===== src/rtl/ps2_kbd_rx.sv =====
// ps2_kbd_rx -- PS/2 keyboard receiver feeding the mmio keyboard window.
//
// Samples the raw ps2_clk/ps2_data lines, deframes 11-bit frames
// (start, 8 data LSB first, odd parity, stop) and buffers valid scan codes
// in a FIFO_DEPTH-entry FIFO.
//
// Ports:
//   clk        system clock, rising edge
//   clrn       asynchronous active-low reset
//   ps2_clk    raw PS/2 clock (asynchronous to clk)
//   ps2_data   raw PS/2 data  (asynchronous to clk)
//   sig_rd_kb  pop request, one pop per cycle asserted
//   kb_rdata   scan code at FIFO head (0 when empty)
//   kb_ready   FIFO non-empty
//   overflow   sticky: valid frame dropped because FIFO was full
//   frame_err  one-cycle pulse on a bad frame (or on timeout, see below)
//
// Optional macro PS2_TIMEOUT_EN: adds an idle counter that aborts a partial
// frame after TIMEOUT_CYC clk cycles without a ps2_clk falling edge.

module ps2_kbd_rx #(
   parameter int FIFO_DEPTH  = 8,
   parameter int TIMEOUT_CYC = 50000
) (
   input  logic       clk,
   input  logic       clrn,
   input  logic       ps2_clk,
   input  logic       ps2_data,
   input  logic       sig_rd_kb,
   output logic [7:0] kb_rdata,
   output logic       kb_ready,
   output logic       overflow,
   output logic       frame_err
);

   localparam int            AW      = $clog2(FIFO_DEPTH);
   localparam logic [AW:0]   PTR_ONE = 1;

   logic [2:0]  ps2_clk_sync;
   logic        strobe;
   logic [3:0]  cnt;
   logic [9:0]  buffer;
   logic [7:0]  fifo [FIFO_DEPTH];
   logic [AW:0] wptr, rptr;
   logic        empty, full;
   logic        frame_done, frame_ok;
   logic        push, pop;
   logic        timeout;

   // sync[2] is the oldest sample: 1 then 0 means ps2_clk fell
   assign strobe     = (ps2_clk_sync[2:1] == 2'b10);
   assign frame_done = strobe && (cnt == 4'd10);
   // stop bit is taken live from the line on the final strobe
   assign frame_ok   = ~buffer[0] & (^buffer[9:1]) & ps2_data;

   assign empty = (wptr == rptr);
   assign full  = (wptr[AW] != rptr[AW]) && (wptr[AW-1:0] == rptr[AW-1:0]);
   assign pop   = sig_rd_kb & ~empty;
   // a pop in the same cycle frees the slot, so a full FIFO can still accept
   assign push  = frame_done & frame_ok & (~full | pop);

`ifdef PS2_TIMEOUT_EN
   localparam int          IW       = $clog2(TIMEOUT_CYC + 1);
   localparam logic [IW-1:0] IDLE_MAX = IW'(TIMEOUT_CYC);
   localparam logic [IW-1:0] IDLE_ONE = 1;
   logic [IW-1:0] idle;

   // a strobe always wins over the timeout in the same cycle
   assign timeout = (idle == IDLE_MAX) && !strobe && (cnt != 4'd0);

   always_ff @(posedge clk or negedge clrn) begin
      if (!clrn)
         idle <= '0;
      else if (strobe || cnt == 4'd0 || timeout)
         idle <= '0;
      else
         idle <= idle + IDLE_ONE;
   end
`else
   assign timeout = 1'b0;
`endif

   // synchroniser and deframer
   always_ff @(posedge clk or negedge clrn) begin
      if (!clrn) begin
         ps2_clk_sync <= 3'b111;
         cnt          <= 4'd0;
         buffer       <= '0;
      end else begin
         ps2_clk_sync <= {ps2_clk_sync[1:0], ps2_clk};
         if (strobe) begin
            if (cnt == 4'd10) begin
               cnt <= 4'd0;
            end else begin
               buffer[cnt] <= ps2_data;
               cnt         <= cnt + 4'd1;
            end
         end else if (timeout) begin
            cnt <= 4'd0;
         end
      end
   end

   // FIFO pointers and status
   always_ff @(posedge clk or negedge clrn) begin
      if (!clrn) begin
         wptr      <= '0;
         rptr      <= '0;
         overflow  <= 1'b0;
         frame_err <= 1'b0;
      end else begin
         if (push) wptr <= wptr + PTR_ONE;
         if (pop)  rptr <= rptr + PTR_ONE;
         if (frame_done && frame_ok && full && !pop)
            overflow <= 1'b1;
         frame_err <= (frame_done & ~frame_ok) | timeout;
      end
   end

   // storage needs no reset: it is only visible through non-empty reads
   always_ff @(posedge clk) begin
      if (push) fifo[wptr[AW-1:0]] <= buffer[8:1];
   end

   assign kb_ready = ~empty;
   assign kb_rdata = empty ? 8'h00 : fifo[rptr[AW-1:0]];

endmodule


===== config.mk =====
export PLATFORM = sky130hd
export DESIGN_NAME = ps2_kbd_rx
export DESIGN_NICKNAME = d
export VERILOG_FILES = /design/src/rtl/ps2_kbd_rx.sv
export SDC_FILE = /design/constraint.sdc
export NUM_CORES = 1
export LEC_CHECK = 0
export CAP_MARGIN = 20
export CELL_PAD_IN_SITES_DETAIL_PLACEMENT = 1
export CELL_PAD_IN_SITES_GLOBAL_PLACEMENT = 1
export CORE_MARGIN = 5
export CORE_UTILIZATION = 52
export CTS_CLUSTER_DIAMETER = 200
export CTS_CLUSTER_SIZE = 16
export DETAILED_ROUTE_END_ITERATION = 12
export GPL_TIMING_DRIVEN = 1
export PLACE_DENSITY_LB_ADDON = 0.1
export SYNTH_ARGS = -nofsm -noshare
export SYNTH_HDL_FRONTEND = slang
export SYNTH_SLANG_ARGS = --single-unit
export TNS_END_PERCENT = 1

===== constraint.sdc =====
create_clock -name clk -period 3.05 [get_ports clk]
set_input_delay 0.305 -clock clk [delete_from_list [all_inputs] [get_ports clk]]
set_output_delay 0.305 -clock clk [all_outputs]
set_load 0.01 [all_outputs]

==> flow_summary_export.csv, run 1 <==
group,metric,value,unit
run_status,run_status,"complete, no violations",
floorplanning,initial_utilization,53.2,%
routing,drc_violations_left,0,
cells_and_area,antenna-diode-count,0,
clock_tree,cts_tree,"built",
cells_and_area,design.final.nets,259,
sta,finalClockSkew,0.0103,ns
cells_and_area,final.fill_count,668,
cells_and_area,final_layout_size_suffix_gt1_share,26.5,%
routing,wire_per_inst,21.6,um
clock_tree,cts_num_sinks,91,
routing,max_used_layer,"met4",
global_route,grt_first_pass_wirelength,12.4,mm
logic_synthesis,post_synth.cell_area_avg,17.1,um^2
worst_hold_path,worstHoldPathType,"input port to asynchronous set/reset pin",
placed_design,placedInstanceArea,4150,um^2
cells_and_area,multi_input_comb_area,1190,um^2
sta,setup-tns-final,0,ns
logic_synthesis,synth_fp_nets,233,
global_route,grt_antenna_before_repair,0,
clock_tree,max-clock-path-buffers,2,
floorplanning,boundaryPins,16,
clock_tree,clkSlewWorstSetupHoldPaths,0.09,ns
sta,final_min_period_over_clock_period,89.2,%
logic_synthesis,synth_largest_area_cell,"sky130_fd_sc_hd__edfxtp_1",
logic_synthesis,synth-main-ff-cell,"sky130_fd_sc_hd__edfxtp_1",
setup_path,largest_incremental_delay_on_the_critical_path,0.53,ns
placed_design,place.port_buffers,15,
global_route,number_of_global_route_vias_before_repair,2208,
logic_synthesis,post_synth_instance_area,3860,um^2
logic_synthesis,yosys_warnings,0,
global_route,globalRoute.totalOverflow,0,
floorplanning,core-area,7250,um^2
routing,route.met2.wl,3.92,mm
setup_path,critical_path_startpoint_category,"flop",
logic_synthesis,netlist_instances,226,
routing,post_drt_via_cell_ratio,5.68,
routing,ant_nets,0,
cells_and_area,flip_flop_and_latch_area,2600,um^2
cells_and_area,post-route-util,59.7,%
placed_design,place_hpwl,5.14,mm
routing,detail_route_met3_wl,306,um
logic_synthesis,synth_enable_flop_cells,64,
cells_and_area,flow.area_growth_from_synthesis,12.3,%
sta,worst_slew_margin_rel,60.8,%
placed_design,gp_routability_congestion,0.790,
pwr,irDropWorstVdd,0.680,mV
pwr,power.density_cell_area,974,nW/um^2
setup_path,type_of_the_setup_path_with_the_least_slack,"flop to output pin",
logic_synthesis,asyncSetResetFlopFracSynth,29.7,%
sta,slew_of_the_pin_with_the_lowest_slew_margin,0.589,ns
setup_path,cp.arrival,2.42,ns
routing,drtPass1Iterations,4,
clock_tree,postCtsSetupRepairBufs,0,
routing,sum_of_routed_wire_length_over_all_layers,7.67,mm
setup_path,critical_path_buf_inv_count,2,
routing,via_count,2022,
run,maxCapViolations,0,
logic_synthesis,netlist_top_cells_area,"sky130_fd_sc_hd__edfxtp_1 (50%), sky130_fd_sc_hd__dfrtp_1 (16%), sky130_fd_sc_hd__mux4_2 (9.3%)",
placed_design,dpl.cell_count,340,
logic_synthesis,synth_sequential_area_ratio,67.5,%
clock_tree,cts_max_level,3,
floorplanning,die_w,96.1,um
sta,finalSetupViolations,0,
sta,final.min_clock_period,2.72,ns
setup_path,critPathMaxFanout,9,
setup_path,timing.critical_path.to_type,"output pin",
cells_and_area,finalInstanceArea,4330,um^2
sta,maxSlewViolCount,0,
logic_synthesis,yosys_register_bits,91,
global_route,track_usage,18.9,%
floorplanning,row_count,31,
logic_synthesis,synth_top_area_share,49.8,%
routing,detail_route.wirelength.met1,3.36,mm
sta,rsz0062_at_grt,"no",
pwr,p_leak,1.56,nW
setup_path,cp.required,2.74,ns
routing,drt_first_iter_violations,62,
clock_tree,cts_inserted_buffers,9,
logic_synthesis,synthDistinctLibCells,41,
sta,hold_violations,0,
sta,maxClockFrequency,367,MHz
floorplanning,chipHeight,96.1,um
global_route,grt_start_max_net_pins,28,
clock_tree,clk_latency,0.35,ns
setup_path,path_cells,"xor2_1 > nor3_1 > and2_2 > inv_1 > clkdlybuf4s50_1",
floorplanning,fp.dieArea,9240,um^2
setup_path,critPathSlowestCell,"sky130_fd_sc_hd__dfrtp_1",
setup_path,gate_family_responsible_for_the_most_delay_along_the_worst_path,"simple AND/OR/NAND/NOR gates",
cells_and_area,final_non_filler_cell_total,356,
clock_tree,clockRootBuffer,"sky130_fd_sc_hd__clkbuf_8",
[what timing repair did]
action / in CTS / in global routing
endpoints found under the setup margin: 0 / 1
resized for setup: 0 / 1
hold buffers: 0 / 0
hold endpoints to repair: 0 / 0
[flip-flops by register name (all words and copies together) (netlist names)]
signal        cells
frame_err         1
wptr              4
cnt               4
rptr              4
fifo             64
buffer           10
overflow          1
ps2_clk_sync      3
[cell type report]
cell class / count / area share [%]
clock buffers: 9 / 2.86
well taps: 99 / 2.86
inverters: 2 / 0.173
multi-input cells: 122 / 27.5
flip-flops and latches: 91 / 60.1
repair buffers: 26 / 5.37
clock inverters: 7 / 1.21
[path summary, 6_finish.rpt]
path | cells past startpoint | slack [ns] | end | start
worst min-delay path | 2 | 0.33 | rptr[3]$_DFFE_PN0P_ | clrn
worst max register to register | 6 | 0.57 | fifo[1][6]$_DFFE_PP_ | cnt[2]$_DFFE_PN0N_
max in group asynchronous | 2 | 2.41 | ps2_clk_sync[2]$_DFF_PN1_ | clrn
worst max-delay path | 5 | 0.33 | kb_ready | wptr[2]$_DFFE_PN0P_
min in group clk | 1 | 0.35 | ps2_clk_sync[0]$_DFF_PN1_ | ps2_clk
worst min register to register | 0 | 0.36 | ps2_clk_sync[1]$_DFF_PN1_ | ps2_clk_sync[0]$_DFF_PN1_
[synth_stat cells (all sizes together) (3+ instances only)]
master and number:
dfstp 3, mux2 12, dfrtp 24, clkbuf 4
nand4 3, nand3 7, edfxtp 64, mux2i 9
nor2b 4, nor3 4, xor2 4, buf 7
nand2 12, mux4 16, nor3b 3, nand2b 3
nor2 15, xnor2 13
[cell usage in the layout (no fill, tap or decap), types with 3 or more instances in the layout]
cell	Yosys	layout
sky130_fd_sc_hd__mux2_2	11	11
sky130_fd_sc_hd__edfxtp_1	64	64
sky130_fd_sc_hd__xor2_1	4	4
sky130_fd_sc_hd__nand3_1	6	6
sky130_fd_sc_hd__mux4_2	16	16
sky130_fd_sc_hd__xnor2_1	11	11
sky130_fd_sc_hd__buf_4	1	11
sky130_fd_sc_hd__clkbuf_8	0	9
sky130_fd_sc_hd__dfstp_2	3	3
sky130_fd_sc_hd__mux2i_1	9	9
sky130_fd_sc_hd__dfrtp_1	24	24
sky130_fd_sc_hd__nor2b_1	4	4
sky130_fd_sc_hd__clkdlybuf4s50_1	0	15
sky130_fd_sc_hd__nor2_1	15	15
sky130_fd_sc_hd__nand4_1	3	3
sky130_fd_sc_hd__nor3_1	4	4
sky130_fd_sc_hd__nand2_1	12	12
sky130_fd_sc_hd__nand2b_1	3	3
[cell families after synthesis]
| logic type | Yosys count | share of synthesized area [%] |
|---|---|---|
| mux | 37 | 15.3 |
| fa+ha+maj | 2 | 0.649 |
| buf+inv | 13 | 1.72 |
| flops | 91 | 67.5 |
| compound gates | 7 | 1.30 |
| xor+xnor | 18 | 5.16 |
| simple gates | 58 | 8.44 |
[metal layers]
metal,global-route usage [%],up-vias
li1,-,903
met1,25.6,1072
met2,30.9,40
met3,3.67,7
met4,6.04,0
met5,0,-
[per-stage QoR]
step	power, mW	hold slack, ns	worst slack (ns)
after floorplan	3.03	0.00941	0.522
after CTS	4.26	0.334	0.150
after global placement	3.44	0.349	0.617
after detailed placement	3.53	0.347	0.536
after global routing	4.47	0.346	0.180
final	4.22	0.326	0.329
[worst register-to-register path: cells and delay by family (launching register included)]
kind,cells,cell delay [ns]
buffers and inverters,1,0.25
AND/OR/NAND/NOR,4,0.98
flip-flops,1,0.46
AO/OA/AOI/OAI,1,0.50
[where the power goes]
part | internal, mW | switching, mW | total [mW]
registers | 1.59 | 0.260 | 1.85
clock network | 0.301 | 0.433 | 0.735
logic | 0.880 | 0.756 | 1.64
total | 2.77 | 1.45 | 4.22
Power figures use the tool's default switching activity.
==> run 2: changes to the inputs <==
--- a/config.mk
+++ b/config.mk
@@ -5,11 +5,12 @@
 export SDC_FILE = /design/constraint.sdc
 export NUM_CORES = 1
 export LEC_CHECK = 0
+export ABC_AREA = 1
 export CAP_MARGIN = 20
 export CELL_PAD_IN_SITES_DETAIL_PLACEMENT = 1
 export CELL_PAD_IN_SITES_GLOBAL_PLACEMENT = 1
-export CORE_MARGIN = 5
-export CORE_UTILIZATION = 52
+export CORE_MARGIN = 4
+export CORE_UTILIZATION = 30
 export CTS_CLUSTER_DIAMETER = 200
 export CTS_CLUSTER_SIZE = 16
 export DETAILED_ROUTE_END_ITERATION = 12
==> run 2 against run 1 <==
Compared with the run above: utilization is 24 points lower; non-clock buffer count is 1 higher; via count is 34% higher; synthesized area is 5.2% higher; clock skew is 0.0039 ns lower; total power is 8.5% higher; global-route usage is 6.1 points lower; highest routed layer unchanged.
==> flow_summary_export.csv, run 2 <==
group,metric,value,unit
run_status,run_status,"complete, no violations",
global_route,track_usage,12.8,%
clock_tree,cts_inserted_buffers,9,
clock_tree,hold_buffers,0,
sta,worst_slew_margin_rel,59.5,%
logic_synthesis,synth_largest_area_cell,"sky130_fd_sc_hd__edfxtp_1",
setup_path,type_of_the_setup_path_with_the_least_slack,"flop to output pin",
routing,ant_nets,0,
sta,maxClockFrequency,359,MHz
cells_and_area,post-route-util,35.9,%
placed_design,place.port_buffers,15,
logic_synthesis,post_synth_instance_area,4060,um^2
setup_path,timing.critical_path.to_type,"output pin",
global_route,grt_first_pass_wirelength,15.6,mm
logic_synthesis,synth_sequential_area_ratio,64.1,%
sta,slew_of_the_pin_with_the_lowest_slew_margin,0.607,ns
sta,final_min_period_over_clock_period,91.3,%
sta,hold_violations,0,
setup_path,critical_path_startpoint_category,"flop",
cells_and_area,layout_common_cells,"sky130_fd_sc_hd__nand2_1 (66), sky130_fd_sc_hd__edfxtp_1 (64), sky130_fd_sc_hd__nor2_1 (61), sky130_fd_sc_hd__o21ai_0 (50), sky130_fd_sc_hd__dfrtp_1 (24)",
logic_synthesis,synth_enable_flop_cells,64,
routing,drc_violations_left,0,
setup_path,critPathSlowestCell,"sky130_fd_sc_hd__clkdlybuf4s50_1",
placed_design,placedInstanceArea,4460,um^2
clock_tree,clk_latency,0.34,ns
setup_path,path_cells,"inv_1 > o21ai_0 > o22ai_1 > o21ai_0 > a31oi_1 > clkdlybuf4s50_1",
logic_synthesis,post_synth.cell_area_avg,10.6,um^2
sta,finalClockSkew,0.00643,ns
clock_tree,post_cts.resized_instances,0,
sta,finalSetupViolations,0,
clock_tree,postCtsSetupRepairBufs,0,
setup_path,cp.arrival,2.48,ns
logic_synthesis,synth_top_area_share,47.4,%
pwr,p_leak,1.83,nW
routing,sum_of_routed_wire_length_over_all_layers,9.40,mm
routing,via_count,2703,
logic_synthesis,netlist_instances,383,
global_route,number_of_global_route_vias_before_repair,2928,
cells_and_area,design.final.nets,414,
placed_design,place_hpwl,6.57,mm
routing,drt_first_iter_violations,209,
clock_tree,cts_max_level,3,
cells_and_area,finalInstanceArea,4750,um^2
clock_tree,cts_num_sinks,91,
floorplanning,initial_utilization,30.6,%
global_route,grt_antenna_before_repair,0,
cells_and_area,final_layout_size_suffix_gt1_share,13.6,%
setup_path,cp.required,2.74,ns
setup_path,largest_incremental_delay_on_the_critical_path,0.56,ns
pwr,irDropWorstVdd,0.399,mV
placed_design,dpl.cell_count,572,
clock_tree,clkSlewWorstSetupHoldPaths,0.06,ns
logic_synthesis,synth_commonest_cells,"sky130_fd_sc_hd__nand2_1 (66), sky130_fd_sc_hd__edfxtp_1 (64), sky130_fd_sc_hd__nor2_1 (61)",
floorplanning,boundaryPins,16,
logic_synthesis,yosys_register_bits,91,
pwr,power.density_cell_area,964,nW/um^2
routing,post_drt_via_cell_ratio,4.60,
routing,wire_per_inst,16.0,um
cells_and_area,final_non_filler_cell_total,588,
sta,final.min_clock_period,2.79,ns
setup_path,critPathMaxFanout,17,
cells_and_area,flow.area_growth_from_synthesis,17.1,%
logic_synthesis,synth_fp_nets,390,
clock_tree,clockRootBuffer,"sky130_fd_sc_hd__clkbuf_16",
cells_and_area,final_common_cell,"sky130_fd_sc_hd__nand2_1",
logic_synthesis,asyncSetResetFlopFracSynth,29.7,%
placed_design,gp_routability_congestion,0.756,
global_route,grt_start_max_net_pins,36,
logic_synthesis,netlist_top_cells_area,"sky130_fd_sc_hd__edfxtp_1 (47%), sky130_fd_sc_hd__dfrtp_1 (15%), sky130_fd_sc_hd__o21ai_0 (6.2%)",
routing,drtPass1Iterations,4,
floorplanning,chipHeight,124,um
floorplanning,core-area,13200,um^2
setup_path,critical_path.most_common_cell,"sky130_fd_sc_hd__o21ai_0",
setup_path,gate_family_responsible_for_the_most_delay_along_the_worst_path,"buffers and inverters",
clock_tree,cts_tree,"built",
setup_path,critical_path_buf_inv_count,2,
cells_and_area,largest_register_ff_count,64,
logic_synthesis,synth-main-ff-cell,"sky130_fd_sc_hd__edfxtp_1",
worst_hold_path,worstHoldPathType,"input port to asynchronous set/reset pin",
floorplanning,die_w,124,um
logic_synthesis,synth.most_common_cell,"sky130_fd_sc_hd__nand2_1",
logic_synthesis,synthDistinctLibCells,30,
clock_tree,max-clock-path-buffers,2,
run,maxCapViolations,0,
sta,rsz0062_at_grt,"no",
sta,setup-tns-final,0,ns
logic_synthesis,yosys_warnings,0,
floorplanning,fp.dieArea,15500,um^2
global_route,globalRoute.totalOverflow,0,
sta,maxSlewViolCount,0,
floorplanning,row_count,42,
cells_and_area,antenna-diode-count,0,
## run 2: cell types whose count changed after synthesis, moves of 6 or more
| cell | change |
|---|---|
| sky130_fd_sc_hd__o21ai_0 | +49 |
| sky130_fd_sc_hd__clkbuf_1 | +6 |
| sky130_fd_sc_hd__o22ai_1 | +8 |
| sky130_fd_sc_hd__inv_1 | +20 |
| sky130_fd_sc_hd__nand2_1 | +54 |
| sky130_fd_sc_hd__a31oi_1 | +11 |
| sky130_fd_sc_hd__nor2_1 | +46 |
| sky130_fd_sc_hd__mux2_2 | -11 |
| sky130_fd_sc_hd__mux2i_1 | -9 |
| sky130_fd_sc_hd__inv_2 | +7 |
| sky130_fd_sc_hd__xnor2_1 | -8 |
| sky130_fd_sc_hd__mux4_2 | -16 |
## run 2: stage by stage
stage          setup slack, ns  power [mW]  hold WS (ns)
2_1_floorplan             1.02        2.88       0.00941
3_5_place_dp             0.545        3.54         0.348
5_1_grt                 0.0218        4.95         0.358
3_3_place_gp             0.663        3.48         0.347
4_1_cts                  0.194        4.66         0.343
6_report                 0.264        4.58         0.327
## run 2: worst paths after layout
check                                               start                   endpoint  slack (ns)  cells past startpoint
worst max-delay path                  rptr[1]$_DFFE_PN0P_                kb_rdata[4]        0.26                      6
worst min-delay path                                 clrn        wptr[1]$_DFFE_PN0P_        0.33                      1
worst max register to register      buffer[3]$_DFFE_PN0P_       fifo[6][4]$_DFFE_PP_        0.64                     12
worst min register to register  ps2_clk_sync[0]$_DFF_PN1_  ps2_clk_sync[1]$_DFF_PN1_        0.36                      0
max in group asynchronous                            clrn  ps2_clk_sync[1]$_DFF_PN1_        2.02                      2
min in group clk                ps2_clk_sync[0]$_DFF_PN1_  ps2_clk_sync[1]$_DFF_PN1_        0.36                      0
## run 2: cell families (layout without fill, tap and decap cells)
kind of cell	Yosys count	in the layout	share of synthesized area (%)
xor gates and xnor gates	9	9	1.94
adders and majority gates	2	2	0.617
buffers and inverters	43	72	4.13
DFF	91	91	64.1
and+or+nand+nor	162	162	19.2
AOI/OAI and AO/OA	76	76	10.0
## run 2: where the power goes
group          switching, mW  leakage, nW  total (mW)  internal [mW]
Sequential             0.268        0.885        1.84           1.57
Combinational           1.01        0.803        1.63          0.619
Clock                  0.451        0.144        1.11          0.656
## run 2: area by class of cell
cell class | instances | area, um^2
fill | 1504 | 8490
sequential | 91 | 2600
multi-input combinational | 249 | 1290
clock buffer | 13 | 250
timing repair buffer | 27 | 240
tap | 176 | 220
inverter | 29 | 109
clock inverter | 3 | 40.0
## run 2: per-layer routing
metal / vias up / global-route usage, % / share of wire [%]
met3: 10 / 3.43 / 2.6
met1: 1317 / 16.2 / 47
met4: 0 / 4.06 / 1.4
met5: - / 0 / 0
li1: 1351 / - / -
met2: 25 / 21.3 / 49
==> run 3: changes to the inputs <==
--- a/config.mk
+++ b/config.mk
@@ -10,7 +10,7 @@
 export CELL_PAD_IN_SITES_DETAIL_PLACEMENT = 1
 export CELL_PAD_IN_SITES_GLOBAL_PLACEMENT = 1
 export CORE_MARGIN = 4
-export CORE_UTILIZATION = 30
+export CORE_UTILIZATION = 40
 export CTS_CLUSTER_DIAMETER = 200
 export CTS_CLUSTER_SIZE = 16
 export DETAILED_ROUTE_END_ITERATION = 12
==> run 3 against run 2 <==
Compared with the run above: non-clock buffer count grew 1; critical path depth stayed put; total power fell by 8.4%; utilization rose by 11 points; final cell count down 7.1%; combinational power about the same; via count is 1.1% higher; flip-flop and latch count unchanged; largest cell class unchanged; largest power group unchanged.
==> flow_summary_export.csv, run 3 (synthesized netlist as in run 2, its figures left out) <==
group,metric,value,unit
run_status,run_status,"complete, no violations",
global_route,grt_antenna_before_repair,0,
sta,final_min_period_over_clock_period,91.1,%
routing,drc_violations_left,0,
placed_design,placedInstanceArea,4410,um^2
placed_design,gp_routability_congestion,0.817,
cells_and_area,antenna-diode-count,0,
pwr,total_power,4.19,mW
clock_tree,max-clock-path-buffers,2,
cells_and_area,flow.area_growth_from_synthesis,12.9,%
floorplanning,boundaryPins,16,
routing,wire_per_inst,16.4,um
routing,drtPass1Iterations,4,
setup_path,cp.arrival,2.47,ns
clock_tree,clockRootBuffer,"sky130_fd_sc_hd__clkbuf_8",
pwr,irDropWorstVdd,0.367,mV
global_route,track_usage,16.7,%
cells_and_area,final_layout_size_suffix_gt1_share,14.0,%
sta,setup-tns-final,0,ns
setup_path,timing.critical_path.to_type,"output pin",
pwr,total_switching_power,1.70,mW
sta,hold_violations,0,
routing,drt_first_iter_violations,127,
floorplanning,core-area,9820,um^2
clock_tree,postCtsSetupRepairBufs,0,
setup_path,type_of_the_setup_path_with_the_least_slack,"flop to output pin",
placed_design,place.port_buffers,15,
sta,maxSlewViolCount,0,
global_route,globalRoute.totalOverflow,0,
global_route,grt_first_pass_wirelength,15.1,mm
floorplanning,initial_utilization,41.3,%
sta,finalSetupViolations,0,
clock_tree,post_cts.resized_instances,0,
clock_tree,cts_num_sinks,91,
sta,finalClockSkew,0.00727,ns
clock_tree,cts_tree,"built",
clock_tree,clk_latency,0.34,ns
floorplanning,die_w,109,um
placed_design,place_hpwl,6.31,mm
setup_path,cp.required,2.74,ns
floorplanning,row_count,36,
global_route,grt_start_max_net_pins,36,
sta,maxClockFrequency,360,MHz
clock_tree,cts_max_level,3,
cells_and_area,largest_register_ff_count,64,
pwr,p_leak,1.77,nW
cells_and_area,final_common_cell,"sky130_fd_sc_hd__nand2_1",
sta,worst_slew_margin_rel,61.6,%
floorplanning,fp.dieArea,11800,um^2
pwr,share_seq_of_total_power,43.8,%
cells_and_area,layout_common_cells,"sky130_fd_sc_hd__nand2_1 (66), sky130_fd_sc_hd__edfxtp_1 (64), sky130_fd_sc_hd__nor2_1 (61), sky130_fd_sc_hd__o21ai_0 (50), sky130_fd_sc_hd__dfrtp_1 (24)",
setup_path,critical_path_startpoint_category,"flop",
routing,sum_of_routed_wire_length_over_all_layers,8.96,mm
pwr,comb_power_share,39.1,%
worst_hold_path,worstHoldPathType,"input port to asynchronous set/reset pin",
run,maxCapViolations,0,
pwr,clock_power_share,17.2,%
routing,post_drt_via_cell_ratio,5.01,
cells_and_area,design.final.nets,415,
clock_tree,cts_inserted_buffers,9,
routing,ant_nets,0,
cells_and_area,finalInstanceArea,4580,um^2
pwr,intPower,2.49,mW
sta,rsz0062_at_grt,"no",
sta,slew_of_the_pin_with_the_lowest_slew_margin,0.575,ns
routing,via_count,2733,
global_route,number_of_global_route_vias_before_repair,2928,
sta,final.min_clock_period,2.78,ns
setup_path,critPathMaxFanout,17,
clock_tree,hold_buffers,0,
pwr,power_switching_share,40.5,%
clock_tree,clkSlewWorstSetupHoldPaths,0.09,ns
pwr,power.density_cell_area,915,nW/um^2
floorplanning,chipHeight,109,um
## run 3: cell types whose count changed in the layout (fill, tap and decap cells not counted), moves of 2 or more
cell | previous run | this run
sky130_fd_sc_hd__clkbuf_16 | 9 | 0
sky130_fd_sc_hd__clkbuf_1 | 3 | 1
sky130_fd_sc_hd__clkinvlp_4 | 0 | 2
sky130_fd_sc_hd__clkbuf_8 | 1 | 9
## run 3: path summary, 6_finish.rpt
check / from / slack [ns] / end / cells past startpoint
max: rptr[1]$_DFFE_PN0P_ / 0.27 / kb_rdata[2] / 6
min: clrn / 0.34 / rptr[2]$_DFFE_PN0P_ / 2
max reg2reg: buffer[4]$_DFFE_PN0P_ / 0.63 / fifo[6][6]$_DFFE_PP_ / 12
min reg2reg: ps2_clk_sync[0]$_DFF_PN1_ / 0.36 / ps2_clk_sync[1]$_DFF_PN1_ / 0
max in group asynchronous: clrn / 2.39 / ps2_clk_sync[2]$_DFF_PN1_ / 2
min in group clk: ps2_clk / 0.35 / ps2_clk_sync[0]$_DFF_PN1_ / 1
## run 3: stage by stage
stage | hold WS [ns] | utilization (%) | worst slack [ns] | cells
final | 0.342 | 46.7 | 0.271 | 546
after global routing | 0.331 | 46.7 | 0.0811 | 546
after CTS | 0.333 | 46.7 | 0.227 | 546
after detailed placement | 0.348 | 44.9 | 0.570 | 530
after global placement | 0.350 | 44.9 | 0.708 | 530
after floorplan | 0.00941 | - | 1.02 | 383
## run 3: cell type report
type                       instances  area, um^2
fill                            1126        5240
timing repair buffer              28         248
clock inverter                     6        41.3
clock buffer                      10         128
multi-input combinational        249        1290
tap                              133         166
inverter                          29         109
sequential                        91        2600
## run 3: critical path, cell delays in order (launching register included)
cell,delay (ns)
sky130_fd_sc_hd__dfrtp_1,0.39
sky130_fd_sc_hd__inv_1,0.43
sky130_fd_sc_hd__o21ai_0,0.20
sky130_fd_sc_hd__o22ai_1,0.25
sky130_fd_sc_hd__o21ai_0,0.12
sky130_fd_sc_hd__a31oi_1,0.18
sky130_fd_sc_hd__clkdlybuf4s50_1,0.56
## run 3: routing by layer
metal	wire (um)	GRT usage (%)	part of all wire (%)	vias to the layer above
met5	0	0	0	-
met2	4410	27.9	49	41
met1	4140	22.5	46	1323
met4	157	5.68	1.8	0
met3	251	2.13	2.8	14
li1	-	-	-	1355
## run 3: power groups by stage
stage | Clock (mW) | Sequential, mW | Combinational [mW]
after floorplan | 0 | 1.76 | 1.11
after CTS | 0.740 | 1.85 | 1.67
final | 0.720 | 1.84 | 1.64
after global placement | 0 | 1.86 | 1.60
after global routing | 0.795 | 1.88 | 1.85
after detailed placement | 0 | 1.87 | 1.67
